--- src/rtl/tmp8_pkg.sv ---
// Shared definitions for the 10-bit program counter: address width,
// default reset vector, operation encoding and a wrap-around increment helper.
package tmp8_pkg;

    localparam int ADDR_W  = 10;
    localparam int DEPTH_W = 4;

    localparam logic [ADDR_W-1:0] DEFAULT_RESET_VECTOR = 10'h000;

    typedef enum logic [2:0] {
        PC_HOLD = 3'd0,
        PC_INC  = 3'd1,
        PC_JUMP = 3'd2,
        PC_CALL = 3'd3,
        PC_RET  = 3'd4
    } pc_op_e;

    // Next sequential address; the natural 10-bit overflow gives the 3FF->000 wrap.
    function automatic logic [ADDR_W-1:0] pc_plus_one(input logic [ADDR_W-1:0] pc_val);
        return pc_val + 10'd1;
    endfunction

endpackage

--- src/rtl/return_stack.sv ---
// LIFO of return addresses. Storage is not reset; only the occupancy count
// and the full/empty flags are. Pop wins over push if both are requested.
module return_stack
    import tmp8_pkg::*;
#(
    parameter int STACK_DEPTH = 4,
    parameter int ADDR_W      = 10
) (
    input  logic               clk,
    input  logic               reset,
    input  logic               push,
    input  logic               pop,
    input  logic [ADDR_W-1:0]  din,
    output logic [ADDR_W-1:0]  top,
    output logic [DEPTH_W-1:0] depth,
    output logic               full,
    output logic               empty
);

    localparam int IDX_W = (STACK_DEPTH > 1) ? $clog2(STACK_DEPTH) : 1;
    localparam logic [DEPTH_W-1:0] DEPTH_MAX = DEPTH_W'(STACK_DEPTH);

    logic [ADDR_W-1:0]  mem_q [STACK_DEPTH];
    logic [DEPTH_W-1:0] depth_q;
    logic [DEPTH_W-1:0] depth_d;
    logic               full_q;
    logic               full_d;
    logic               empty_q;
    logic               empty_d;
    logic               do_push_s;
    logic               do_pop_s;
    logic [IDX_W-1:0]   wr_idx_s;
    logic [IDX_W-1:0]   rd_idx_s;

    assign do_pop_s  = pop && !empty_q;
    assign do_push_s = push && !pop && !full_q;
    assign wr_idx_s  = depth_q[IDX_W-1:0];
    assign rd_idx_s  = IDX_W'(depth_q - 4'd1);

    // Next occupancy and the flags that track it, so both stay in step.
    always_comb begin
        depth_d = depth_q;
        if (do_pop_s) begin
            depth_d = depth_q - 4'd1;
        end else if (do_push_s) begin
            depth_d = depth_q + 4'd1;
        end else begin
            depth_d = depth_q;
        end
        full_d  = (depth_d == DEPTH_MAX);
        empty_d = (depth_d == 4'd0);
    end

    // Occupancy and flag registers, cleared by the synchronous reset.
    always_ff @(posedge clk) begin
        if (reset) begin
            depth_q <= 4'd0;
            full_q  <= 1'b0;
            empty_q <= 1'b1;
        end else begin
            depth_q <= depth_d;
            full_q  <= full_d;
            empty_q <= empty_d;
        end
    end

    // Entry storage: written on push, never reset so it can map to LUT RAM.
    always_ff @(posedge clk) begin
        if (do_push_s) begin
            mem_q[wr_idx_s] <= din;
        end
    end

    assign top   = mem_q[rd_idx_s];
    assign depth = depth_q;
    assign full  = full_q;
    assign empty = empty_q;

endmodule

--- src/rtl/program_counter_10bit.sv ---
// 10-bit program counter with jump, call/return via a small return stack,
// and sticky overflow/underflow error flags. All outputs are registered.
module program_counter_10bit
    import tmp8_pkg::*;
#(
    parameter logic [9:0] RESET_VECTOR = DEFAULT_RESET_VECTOR,
    parameter int         STACK_DEPTH  = 4
) (
    input  logic        clk,
    input  logic        reset,
    input  logic        en,
    input  logic        jump,
    input  logic        call,
    input  logic        ret,
    input  logic [9:0]  jump_addr,
    output logic [9:0]  pc,
    output logic [3:0]  depth,
    output logic        stk_full,
    output logic        stk_empty,
    output logic        err_ovf,
    output logic        err_unf
);

    pc_op_e              op_s;
    logic [ADDR_W-1:0]   pc_q;
    logic [ADDR_W-1:0]   pc_d;
    logic                err_ovf_q;
    logic                err_ovf_d;
    logic                err_unf_q;
    logic                err_unf_d;
    logic                push_s;
    logic                pop_s;
    logic [ADDR_W-1:0]   ret_addr_s;
    logic [ADDR_W-1:0]   top_s;
    logic                full_s;
    logic                empty_s;
    logic [DEPTH_W-1:0]  depth_s;

    assign ret_addr_s = pc_plus_one(pc_q);

    // Priority decode: ret beats call beats jump beats increment; en gates all.
    always_comb begin
        op_s = PC_HOLD;
        if (!en) begin
            op_s = PC_HOLD;
        end else if (ret) begin
            op_s = PC_RET;
        end else if (call) begin
            op_s = PC_CALL;
        end else if (jump) begin
            op_s = PC_JUMP;
        end else begin
            op_s = PC_INC;
        end
    end

    // Next pc, stack requests and error flags for the decoded operation.
    always_comb begin
        pc_d      = pc_q;
        err_ovf_d = err_ovf_q;
        err_unf_d = err_unf_q;
        push_s    = 1'b0;
        pop_s     = 1'b0;
        case (op_s)
            PC_INC: begin
                pc_d = ret_addr_s;
            end
            PC_JUMP: begin
                pc_d = jump_addr;
            end
            PC_CALL: begin
                if (full_s) begin
                    err_ovf_d = 1'b1;
                end else begin
                    pc_d   = jump_addr;
                    push_s = 1'b1;
                end
            end
            PC_RET: begin
                if (empty_s) begin
                    err_unf_d = 1'b1;
                end else begin
                    pc_d  = top_s;
                    pop_s = 1'b1;
                end
            end
            default: begin
                pc_d = pc_q;
            end
        endcase
    end

    // pc and sticky error registers; reset overrides every operation.
    always_ff @(posedge clk) begin
        if (reset) begin
            pc_q      <= RESET_VECTOR;
            err_ovf_q <= 1'b0;
            err_unf_q <= 1'b0;
        end else begin
            pc_q      <= pc_d;
            err_ovf_q <= err_ovf_d;
            err_unf_q <= err_unf_d;
        end
    end

    return_stack #(
        .STACK_DEPTH (STACK_DEPTH),
        .ADDR_W      (ADDR_W)
    ) u_return_stack (
        .clk   (clk),
        .reset (reset),
        .push  (push_s),
        .pop   (pop_s),
        .din   (ret_addr_s),
        .top   (top_s),
        .depth (depth_s),
        .full  (full_s),
        .empty (empty_s)
    );

    assign pc        = pc_q;
    assign depth     = depth_s;
    assign stk_full  = full_s;
    assign stk_empty = empty_s;
    assign err_ovf   = err_ovf_q;
    assign err_unf   = err_unf_q;

endmodule

--- config.mk ---
export PLATFORM = sky130hd
export DESIGN_NAME = program_counter_10bit
export DESIGN_NICKNAME = d
export VERILOG_FILES = /design/src/rtl/tmp8_pkg.sv /design/src/rtl/return_stack.sv /design/src/rtl/program_counter_10bit.sv
export SDC_FILE = /design/constraint.sdc
export NUM_CORES = 1
export LEC_CHECK = 0
export BUFFER_PORTS_ARGS = -buffer_cell sky130_fd_sc_hd__buf_4
export CORE_MARGIN = 2
export CORE_UTILIZATION = 50
export DETAILED_ROUTE_END_ITERATION = 8
export PLACE_DENSITY = 0.71
export SYNTH_ARGS = -nofsm -noshare
export SYNTH_HDL_FRONTEND = slang
export SYNTH_SLANG_ARGS = --single-unit
--- constraint.sdc ---
create_clock -name clk -period 3.1 [get_ports clk]
set_input_delay 0.155 -clock clk [delete_from_list [all_inputs] [get_ports clk]]
set_output_delay 0.155 -clock clk [all_outputs]
set_load 0.02 [all_outputs]
==> results.md, run 1 <==
- CP required: 3.31 ns
- Post-route DRC: 0
- Synthesized instance count: 194
- Crit-path cells: inv_1, ha_1, mux4_2, and2_1, a211oi_1, o32ai_1
- Row count: 26
- HPWL after detailed placement: approximately 3700 um
- H-Tree Depth: 3
- TritonRoute pass-1 iters: 4
- Crit share post-route: a little under three quarters
- #FFs+latches synth: 58
- CTS root buf: clkbuf_8
- Full die area: 0.00593 mm^2
- Overall Global Routing Usage: about a fifth
- Post-synthesis compound-gate area fraction: about an eighth
- Worst R2R Start: u_return_stack.depth[1]$_SDFF_PP0_
- Synth warn: 0
- Layout Nets: roughly 250
- Count of cell types in the netlist: 46
- CTS Buffer Depth: 2
- Worst setup SP type: flop
- Placed inst area: 0.00295 mm^2
- Mux contribution to synthesized area: about a tenth
- GP Congestion: between 0.7 and 0.8
- Share of cells above drive strength 1: 24.5%
- Tmin final: about 2.2 ns
- First-pass GRT wire length: between 9000 and 10000 um
- Outcome: finished, final reports clean
- Fin Clk Skew: around 0.0088 ns
- Grt total ovfl: 0
- Post-cts resize count: 0
- Clock latency on the worst-skew pair: around 0.34 ns
- Crit path from: u_return_stack.depth[1]$_SDFF_PP0_
- Pwr Density: between 700 and 800 mW/mm^2
- Crit path max fanout: 12
- DRT iter0 DRCs: 104
- Final hold violation count: 0
- Max_cap viols: 0
- Slew margin rel.: around three fifths
- Synth Cell Area: around 0.0027 mm^2
- Leak Pwr: 0.00114 uW
- Tightest Hold Check Type: in2reg
- CP max stage delay: ~0.61 ns
- CORE AREA: 0.00514 mm^2
- Main combinational cell family by area after synthesis: compound AO/OA/AOI/OAI gates
- Endpoints failing setup: 0
- RSZ-0062 raised after global routing: no
- Logic pwr share: between 20% and 30%
- CP Data Arrival Time: 2.42 ns
- Hold Crit Start: reset
- Hold buffer count at cts: 0
- N_diodes: 0
- Fin Setup TNS: 0 ns
- CP Buf/Inv Count: 1
- Die Width: a little under 80 um
- Post-Route WL: ~5600 um
- Commonest non-fill, non-tap cells in the layout: 40 x edfxtp_1, 35 x buf_4, 18 x dfxtp_1
- Reg2Reg Setup Slack: just under 0.9 ns
- Highest Clock Rate: ~450 MHz
- Sequential share of the synthesized area: about 59%
- Tightest Pin Transition: between 0.5 and 0.6 ns
- Antenna Nets Post-Route: 0
- Internal power: around 1500 uW
- Number of buffers created by CTS: 9
- Total clock sinks: slightly below 60
- Post-CTS setup repair buffer count: 0
- Total power: approximately 2200 uW
- CP Capture Type: flop
- DR vias/cell: just under 6
- Sw Share: between 30% and 40%
- Adder and majority gate portion of the synthesized area: 2.35%
- Largest net degree at the start of global routing: 19
- Number of global-route vias before repair: 1747
- Vias after detailed routing: 1795
- Area growth, synth to finish: 17.8%
- Fraction of the mapped netlist area in simple logic gates: a little over a tenth
- CTS clk-pin slew, worst paths: ~0.070 ns
- P_sw: between 600 and 700 uW
- IO Count: 34
- Initial antenna violation count: 0
- Max VDD drop: roughly 0.0005 V
- XOR/XNOR Fraction of Synth Area: approximately 3.0%
- Clock network power share: ~30%
- Synth Net Count: around 220
- Critical path's slowest cell: ha_1
- Fin Hold WS: about 0.12 ns
- Sequential fraction of design power: ~45%
- Avg Inst Size Synth: around 14 um^2
- Starting Density: roughly half
- Max Slew Vio Count: 0
- Worst path top cell family by delay: adder cells
- Crit path kind: reg2reg
- Most common cell after layout, fill and taps aside: edfxtp_1
- DR WL/cell: ~19 um
- Die height: roughly 77 um
- Fin area: 0.00314 mm^2
- CTS tree: built
- Number of buffers added on ports: 33
==> power by group through the flow <==
stage                     registers, uW  logic, uW  clock network, uW
after floorplan                    1040        341                  0
after global placement             1010        536                  0
after detailed placement           1020        544                  0
after CTS                           999        545                687
after global routing               1010        589                725
final                              1000        543                672
==> final timing paths <==
check | end | depth (start not counted)
worst min-delay path | u_return_stack.depth[3]$_SDFF_PP0_ | 2
worst max-delay path | pc[6]$_SDFFE_PP0P_ | 6
worst max register to register | pc[6]$_SDFFE_PP0P_ | 6
worst min register to register | err_ovf$_SDFFE_PP0P_ | 2
==> through the flow <==
| stage | std cells | util (%) | setup slack (ns) |
|---|---|---|---|
| 3_5_place_dp | 287 | 57.3 | 0.928 |
| 3_3_place_gp | 287 | 57.3 | 1.03 |
| 5_1_grt | 303 | 61.1 | 0.740 |
| 6_report | 303 | 61.1 | 0.890 |
| 2_1_floorplan | 194 | - | 0.794 |
| 4_1_cts | 303 | 61.1 | 0.929 |
==> layout make-up <==
cell class | count | area [um^2]
Clock buffer | 9 | 124
Clock inverter | 7 | 70.1
Fill cell | 431 | 2000
Inverter | 6 | 22.5
Multi-Input combinational cell | 118 | 1010
Sequential cell | 58 | 1560
Tap cell | 70 | 87.6
Timing Repair Buffer | 35 | 263
==> Yosys cell counts (all sizes together) <==
cell type	number	area, um^2
and2	8	50.1
nand3	6	30.0
and4	1	8.76
ha	5	62.6
buf	5	41.3
o21ai	6	30.0
a221oi	3	26.3
o211a	3	30.0
nor3	4	20.0
and4bb	1	16.3
a41oi	1	8.76
o32ai	1	8.76
or2	2	12.5
a311oi	1	8.76
and4b	1	10.0
a21oi	7	35.0
nand2	4	15.0
and3b	1	8.76
inv	6	22.5
or3	1	6.26
a31oi	1	6.26
o31a	1	8.76
nor2	10	37.5
o21a	1	7.51
o31ai	2	15.0
a211oi	8	60.1
xnor2	7	61.3
clkbuf	7	27.5
a222oi	3	30.0
dfxtp	18	360
nand4	3	18.8
nand4bb	1	11.3
nor4	3	18.8
mux4	10	251
and3	1	6.26
a22oi	4	35.0
nand3b	2	15.0
xor2	2	17.5
edfxtp	40	1200
o22ai	1	6.26
o2bb2ai	2	17.5
==> state kept, by name, summed over array words and instances, names as in the netlist <==
register and flops:
u_return_stack.empty 1, u_return_stack.depth 4, u_return_stack.full 1, err_unf 1, u_return_stack.mem_q 40, err_ovf 1
pc 10
==> routing by layer <==
layer	wire [um]	up-vias	global-route usage (%)
li1	-	847	-
met1	2380	886	26.0
met2	2820	54	33.4
met3	358	8	6.59
met4	69	0	6.43
met5	0	-	0
==> kinds of logic after synthesis <==
group | after synthesis
DFF | 58
and+or+nand+nor | 49
AOI/OAI and AO/OA | 45
buffers and inverters | 18
muxes | 10
xor gates and xnor gates | 9
adders and majority gates | 5
Note: power is estimated with default switching activity, not from simulation.
==> run 2, diff against run 1 <==
--- a/config.mk
+++ b/config.mk
@@ -9,7 +9,7 @@
 export CORE_MARGIN = 2
 export CORE_UTILIZATION = 50
 export DETAILED_ROUTE_END_ITERATION = 8
-export PLACE_DENSITY = 0.71
+export PLACE_DENSITY = 0.74
 export SYNTH_ARGS = -nofsm -noshare
 export SYNTH_HDL_FRONTEND = slang
 export SYNTH_SLANG_ARGS = --single-unit
==> constraint.sdc (replaced) <==
create_clock -name clk -period 2 [get_ports clk]
set_input_delay 0.1 -clock clk [delete_from_list [all_inputs] [get_ports clk]]
set_output_delay 0.1 -clock clk [all_outputs]
set_load 0.02 [all_outputs]
==> run 2 against run 1 <==
Highest routed layer unchanged; sequential power up 52%; sequential share of layout area down 0.72 points; clock power up 56%; die area unchanged; cell area up 1.7%; first-iteration DRC count up 3.8%; wire length up 1.1%; critical path type unchanged; largest power group unchanged; global-route usage up 0.34 points; critical endpoint unchanged; critical path depth unchanged; setup slack worse by 0.75 ns; sequential cell count unchanged.
==> results.md, run 2 (synthesis gave the netlist of run 1 again) <==
- Outcome: finished, final reports clean
- Worst R2R Path Depth: 6
- Commonest non-fill, non-tap cells in the layout: 42 x buf_4, 40 x edfxtp_1, 17 x dfxtp_1
- Pre-CTS WS: 0.00917 ns
- CTS root buf: clkbuf_8
- Tightest Hold Check Type: in2reg
- Fin Clk Skew: roughly 0.01 ns
- DRT iter0 DRCs: between 100 and 150
- GP Congestion: between 0.8 and 0.9
- Layout Nets: between 200 and 300
- RSZ-0062 raised after global routing: no
- Antenna Nets Post-Route: 0
- Die height: ~77 um
- Max_cap viols: 0
- CTS clk-pin slew, worst paths: around 0.07 ns
- CP required: around 2.2 ns
- Largest net degree at the start of global routing: 19
- Die Width: 77.0 um
- First-pass GRT wire length: approximately 9200 um
- CTS tree: built
- Hold buffer count at cts: 0
- Full die area: between 0.005 and 0.006 mm^2
- Pwr Density: about 1100 mW/mm^2
- Max Slew Vio Count: 0
- Worst setup SP type: flop
- Number of global-route vias before repair: 1843
- Most common cell after layout, fill and taps aside: buf_4
- Max reg flops: 40
- DR WL/cell: 18.4 um
- Starting Density: 51.9%
- Top reg by flops: u_return_stack.mem_q
- Worst Hold Path Cells: 2
- Number of buffers created by CTS: 9
- IO Count: 34
- Share of cells above drive strength 1: 26.7%
- Slew margin rel.: a little over three fifths
- Tightest Pin Transition: 0.556 ns
- Area growth, synth to finish: 19.9%
- CP Capture Type: flop
- Max VDD drop: slightly below 0.0008 V
- Final hold violation count: 0
- Clock latency on the worst-skew pair: 0.33 ns
- CP Data Arrival Time: approximately 2.1 ns
- Post-route DRC: 0
- Row count: 26
- Tmin final: about 1.9 ns
- Crit share post-route: 92.9%
- Highest Clock Rate: roughly 540 MHz
- Endpoints failing setup: 0
- CORE AREA: 0.00514 mm^2
- Fin Setup TNS: 0 ns
- CTS Buffer Depth: 2
- Total clock sinks: between 50 and 60
- Vias after detailed routing: ~1.8k
- Crit path kind: reg2reg
- FILL cells: between 400 and 500
- Overall Global Routing Usage: approximately 21%
- Leak Pwr: approximately 0.0012 uW
- H-Tree Depth: 3
- Initial antenna violation count: 0
- FF+latch area: about 0.0016 mm^2
- TritonRoute pass-1 iters: 4
- Post-Route WL: ~5700 um
- HPWL after detailed placement: between 3000 and 4000 um
- Crit path max fanout: 12
- Grt total ovfl: 0
- DR vias/cell: roughly 6
- Area of the multi-input gates: about 0.0010 mm^2
- N_diodes: 0
- Number of buffers added on ports: 33
- Post-route setup slack: between 0.1 and 0.15 ns
-- run 2: cell types whose count changed in the layout (fill, tap and decap cells not counted), sizes merged --
cell	before	now
clkinv	3	2
buf	35	42
clkinvlp	3	0
clkbuf	9	13
-- run 2: metal layers --
metal  GRT usage, %  part of all wire, %  vias to the layer above
met4           9.82                  1.6                        0
li1               -                    -                      859
met2           33.8                   49                       46
met1           26.3                   44                      913
met5              0                    0                        -
met3           5.06                  5.1                        9
-- run 2: final cells by class --
class / instances / area share, %
clock buffer: 13 / 4.66
clock inverter: 3 / 1.25
inverter: 6 / 0.705
multi-input combinational: 118 / 31.8
sequential: 58 / 49.0
tap: 70 / 2.74
timing repair buffer: 42 / 9.87
-- run 2: worst paths after layout --
| kind | from | to | slack, ns |
|---|---|---|---|
| min | reset | u_return_stack.depth[3]$_SDFF_PP0_ | 0.07 |
| max | u_return_stack.depth[0]$_SDFF_PP0_ | pc[6]$_SDFFE_PP0P_ | 0.14 |
| min reg2reg | err_ovf$_SDFFE_PP0P_ | err_ovf$_SDFFE_PP0P_ | 0.48 |
| max reg2reg | u_return_stack.depth[0]$_SDFF_PP0_ | pc[6]$_SDFFE_PP0P_ | 0.14 |
-- run 2: metrics by stage --
step	cells	cell area, um^2	hold slack, ns	power [uW]	utilization [%]
floorplan	194	2670	0.169	2160	-
global placement	294	3000	0.405	2420	58.4
detailed placement	294	3000	0.406	2450	58.4
CTS	310	3190	0.0436	3500	62.1
global route	310	3190	0.0551	3660	62.1
finish	310	3190	0.0668	3480	62.1
-- run 2: where the power goes --
group          total [uW]  switching (uW)  internal [uW]
registers            1520            99.8           1430
clock network        1050             440            607
logic                 907             497            410
-- run 2: what timing repair did --
action                     CTS  global route
setup endpoints to repair    1             0
setup buffers                0             0
gates resized for setup      1             0
-- run 2: critical path, cell delays in order (launching register included) --
cell	delay, ns
dfxtp_4	0.34
inv_1	0.06
ha_2	0.50
mux4_2	0.33
and2_1	0.16
a211oi_1	0.22
o32ai_1	0.10
==> run 3, diff against run 2 <==
--- a/config.mk
+++ b/config.mk
@@ -6,10 +6,12 @@
 export NUM_CORES = 1
 export LEC_CHECK = 0
 export BUFFER_PORTS_ARGS = -buffer_cell sky130_fd_sc_hd__buf_4
+export CELL_PAD_IN_SITES_DETAIL_PLACEMENT = 0
+export CELL_PAD_IN_SITES_GLOBAL_PLACEMENT = 1
 export CORE_MARGIN = 2
-export CORE_UTILIZATION = 50
+export CORE_UTILIZATION = 42
 export DETAILED_ROUTE_END_ITERATION = 8
-export PLACE_DENSITY = 0.74
+export PLACE_DENSITY = 0.75
 export SYNTH_ARGS = -nofsm -noshare
 export SYNTH_HDL_FRONTEND = slang
 export SYNTH_SLANG_ARGS = --single-unit
==> run 3 against run 2 <==
Clock skew decreased by 0.00081 ns; cell area increased by 2.6%; global-route usage decreased by 2.8 points; count of clock-buffer cells in the layout decreased by 4; non-clock buffer count increased by 2; critical path depth decreased by 1; utilization decreased by 9.6 points; fmax increased by 2.4%; sequential share of layout area decreased by 1.3 points; setup slack improved by 0.043 ns; sequential cell count unchanged; critical path type unchanged; critical endpoint is now pc[1]$_SDFFE_PP0P_; highest routed layer unchanged.
==> results.md, run 3 (synthesis gave the netlist of run 1 again) <==
- Worst setup SP type: flop
- Clock network power share: 35.6%
- Highest Clock Rate: between 500 and 600 MHz
- Fin Setup TNS: 0 ns
- DRT iter0 DRCs: approximately 110
- Largest net degree at the start of global routing: 19
- Reg2Reg Setup Slack: between 0.15 and 0.2 ns
- Leak Pwr: about 0.0012 uW
- CP required: between 2 and 2.5 ns
- Tightest Pin Transition: about 0.54 ns
- Most common cell after layout, fill and taps aside: buf_4
- FF+latch area: around 0.0016 mm^2
- TritonRoute pass-1 iters: 5
- Sw Share: 29.5%
- Number of buffers added on ports: 33
- CORE AREA: around 0.0062 mm^2
- CTS tree: built
- Max reg flops: 40
- CP max stage delay: around 0.48 ns
- H-Tree Depth: 3
- GP Congestion: between 0.7 and 0.8
- CTS root buf: clkbuf_8
- Tmin final: ~1.8 ns
- Internal power: approximately 2700 uW
- Crit path kind: reg2reg
- Number of global-route vias before repair: approximately 1.7k
- Area growth, synth to finish: 23.0%
- Hold buffer count at cts: 0
- Endpoints failing setup: 0
- Worst setup path endpoint: pc[1]$_SDFFE_PP0P_
- Logic pwr share: between 20% and 30%
- Grt total ovfl: 0
- Final hold violation count: 0
- DR vias/cell: 5.51
- RR Endpoint: pc[1]$_SDFFE_PP0P_
- P_sw: between 1000 and 1500 uW
- Slew margin rel.: a little under two thirds
- Fin Clk Skew: 0.00942 ns
- Die Width: 83.7 um
- DR WL/cell: around 18 um
- Pre-CTS WS: 0.0598 ns
- Clock latency on the worst-skew pair: about 0.34 ns
- Placed inst area: slightly above 0.003 mm^2
- FILL cells: between 500 and 600
- Crit-path cells: inv_1, ha_2, mux4_1, a222oi_1, a211oi_1
- Post-route DRC: 0
- Pwr Density: 1170 mW/mm^2
- Post-route setup slack: ~0.19 ns
- Area of the multi-input gates: approximately 0.001 mm^2
- Crit path max fanout: 11
- Total power: roughly 3800 uW
- Overall Global Routing Usage: between 15 and 20%
- CTS clk-pin slew, worst paths: about 0.070 ns
- Worst R2R Start: u_return_stack.depth[0]$_SDFF_PP0_
- Sequential fraction of design power: around two fifths
- Antenna Nets Post-Route: 0
- Worst R2R Path Depth: 5
- IO Count: 34
- Die height: ~84 um
- Top reg by flops: u_return_stack.mem_q
- CP Capture Type: flop
- Row count: 29
- Max_cap viols: 0
- Vias after detailed routing: about 1.8k
- Max Slew Vio Count: 0
- Total clock sinks: 58
- Tightest Hold Check Type: in2reg
- Starting Density: between 40% and 50%
- HPWL after detailed placement: ~3900 um
- Fin area: between 0.003 and 0.004 mm^2
- CTS Buffer Depth: 2
- Layout Nets: between 200 and 300
- Post-Route WL: 5790 um
- Max VDD drop: slightly below 0.0006 V
- Share of cells above drive strength 1: roughly 29%
- Crit share post-route: approximately nine tenths
- Commonest non-fill, non-tap cells in the layout: 44 x buf_4, 40 x edfxtp_1, 17 x dfxtp_1
- Critical path's slowest cell: ha_2
- RSZ-0062 raised after global routing: no
- First-pass GRT wire length: 9490 um
- Crit path from: u_return_stack.depth[0]$_SDFF_PP0_
- Full die area: ~0.0070 mm^2
- Initial antenna violation count: 0
- CP Data Arrival Time: approximately 2 ns
- N_diodes: 0
- Outcome: finished, final reports clean
- Number of buffers created by CTS: 9
## run 3: repair_timing
item | CTS | global route
setup buffers | 0 | 0
gates resized for setup | 0 | 1
setup endpoints to repair | 0 | 5
## run 3: layer usage
layer	share of wire (%)	global-route usage (%)	vias to the layer above
li1	-	-	864
met5	0	0	-
met4	1.4	7.04	0
met2	45	26.2	31
met3	3.8	4.55	7
met1	49	25.8	855
## run 3: power groups by stage
stage	combinational (uW)	clock, uW	sequential [uW]
floorplan	538	0	1620
global placement	936	0	1540
detailed placement	941	0	1540
CTS	945	1390	1520
global route	1040	1450	1530
finish	946	1360	1520
## run 3: cell type report
type	count	area share, %
clock buffers	9	3.78
clock inverters	7	3.82
inverters	6	0.687
multi-input cells	118	31.0
flip-flops and latches	58	47.7
well taps	77	2.94
repair buffers	44	10.1
## run 3: stage by stage
step                      instances  util [%]  hold WS, ns
after floorplan                 194         -        0.169
after detailed placement        303      48.5        0.417
after global routing            319      52.5       0.0620
final                           319      52.5       0.0614
after CTS                       319      52.5       0.0466
after global placement          303      48.5        0.413
## run 3: critical path: cells and delay by family, from the launching register on
kind,cells,cell delay [ns]
flip-flops,1,0.34
AO/OA/AOI/OAI,2,0.44
multiplexers,1,0.36
adder cells (fa/ha/maj),1,0.48
buffers and inverters,1,0.06
## run 3: how the worst min path moves through the flow
stage            startpoint                            endpoint  slack [ns]  cells past startpoint
3_5_place_dp   jump_addr[8]                  pc[8]$_SDFFE_PP0P_        0.42                      3
6_report              reset  u_return_stack.depth[3]$_SDFF_PP0_        0.06                      2
2_1_floorplan         reset  u_return_stack.depth[0]$_SDFF_PP0_        0.17                      1
5_1_grt               reset  u_return_stack.depth[3]$_SDFF_PP0_        0.06                      2
4_1_cts               reset  u_return_stack.depth[3]$_SDFF_PP0_        0.05                      2
3_3_place_gp          reset  u_return_stack.depth[3]$_SDFF_PP0_        0.41                      2
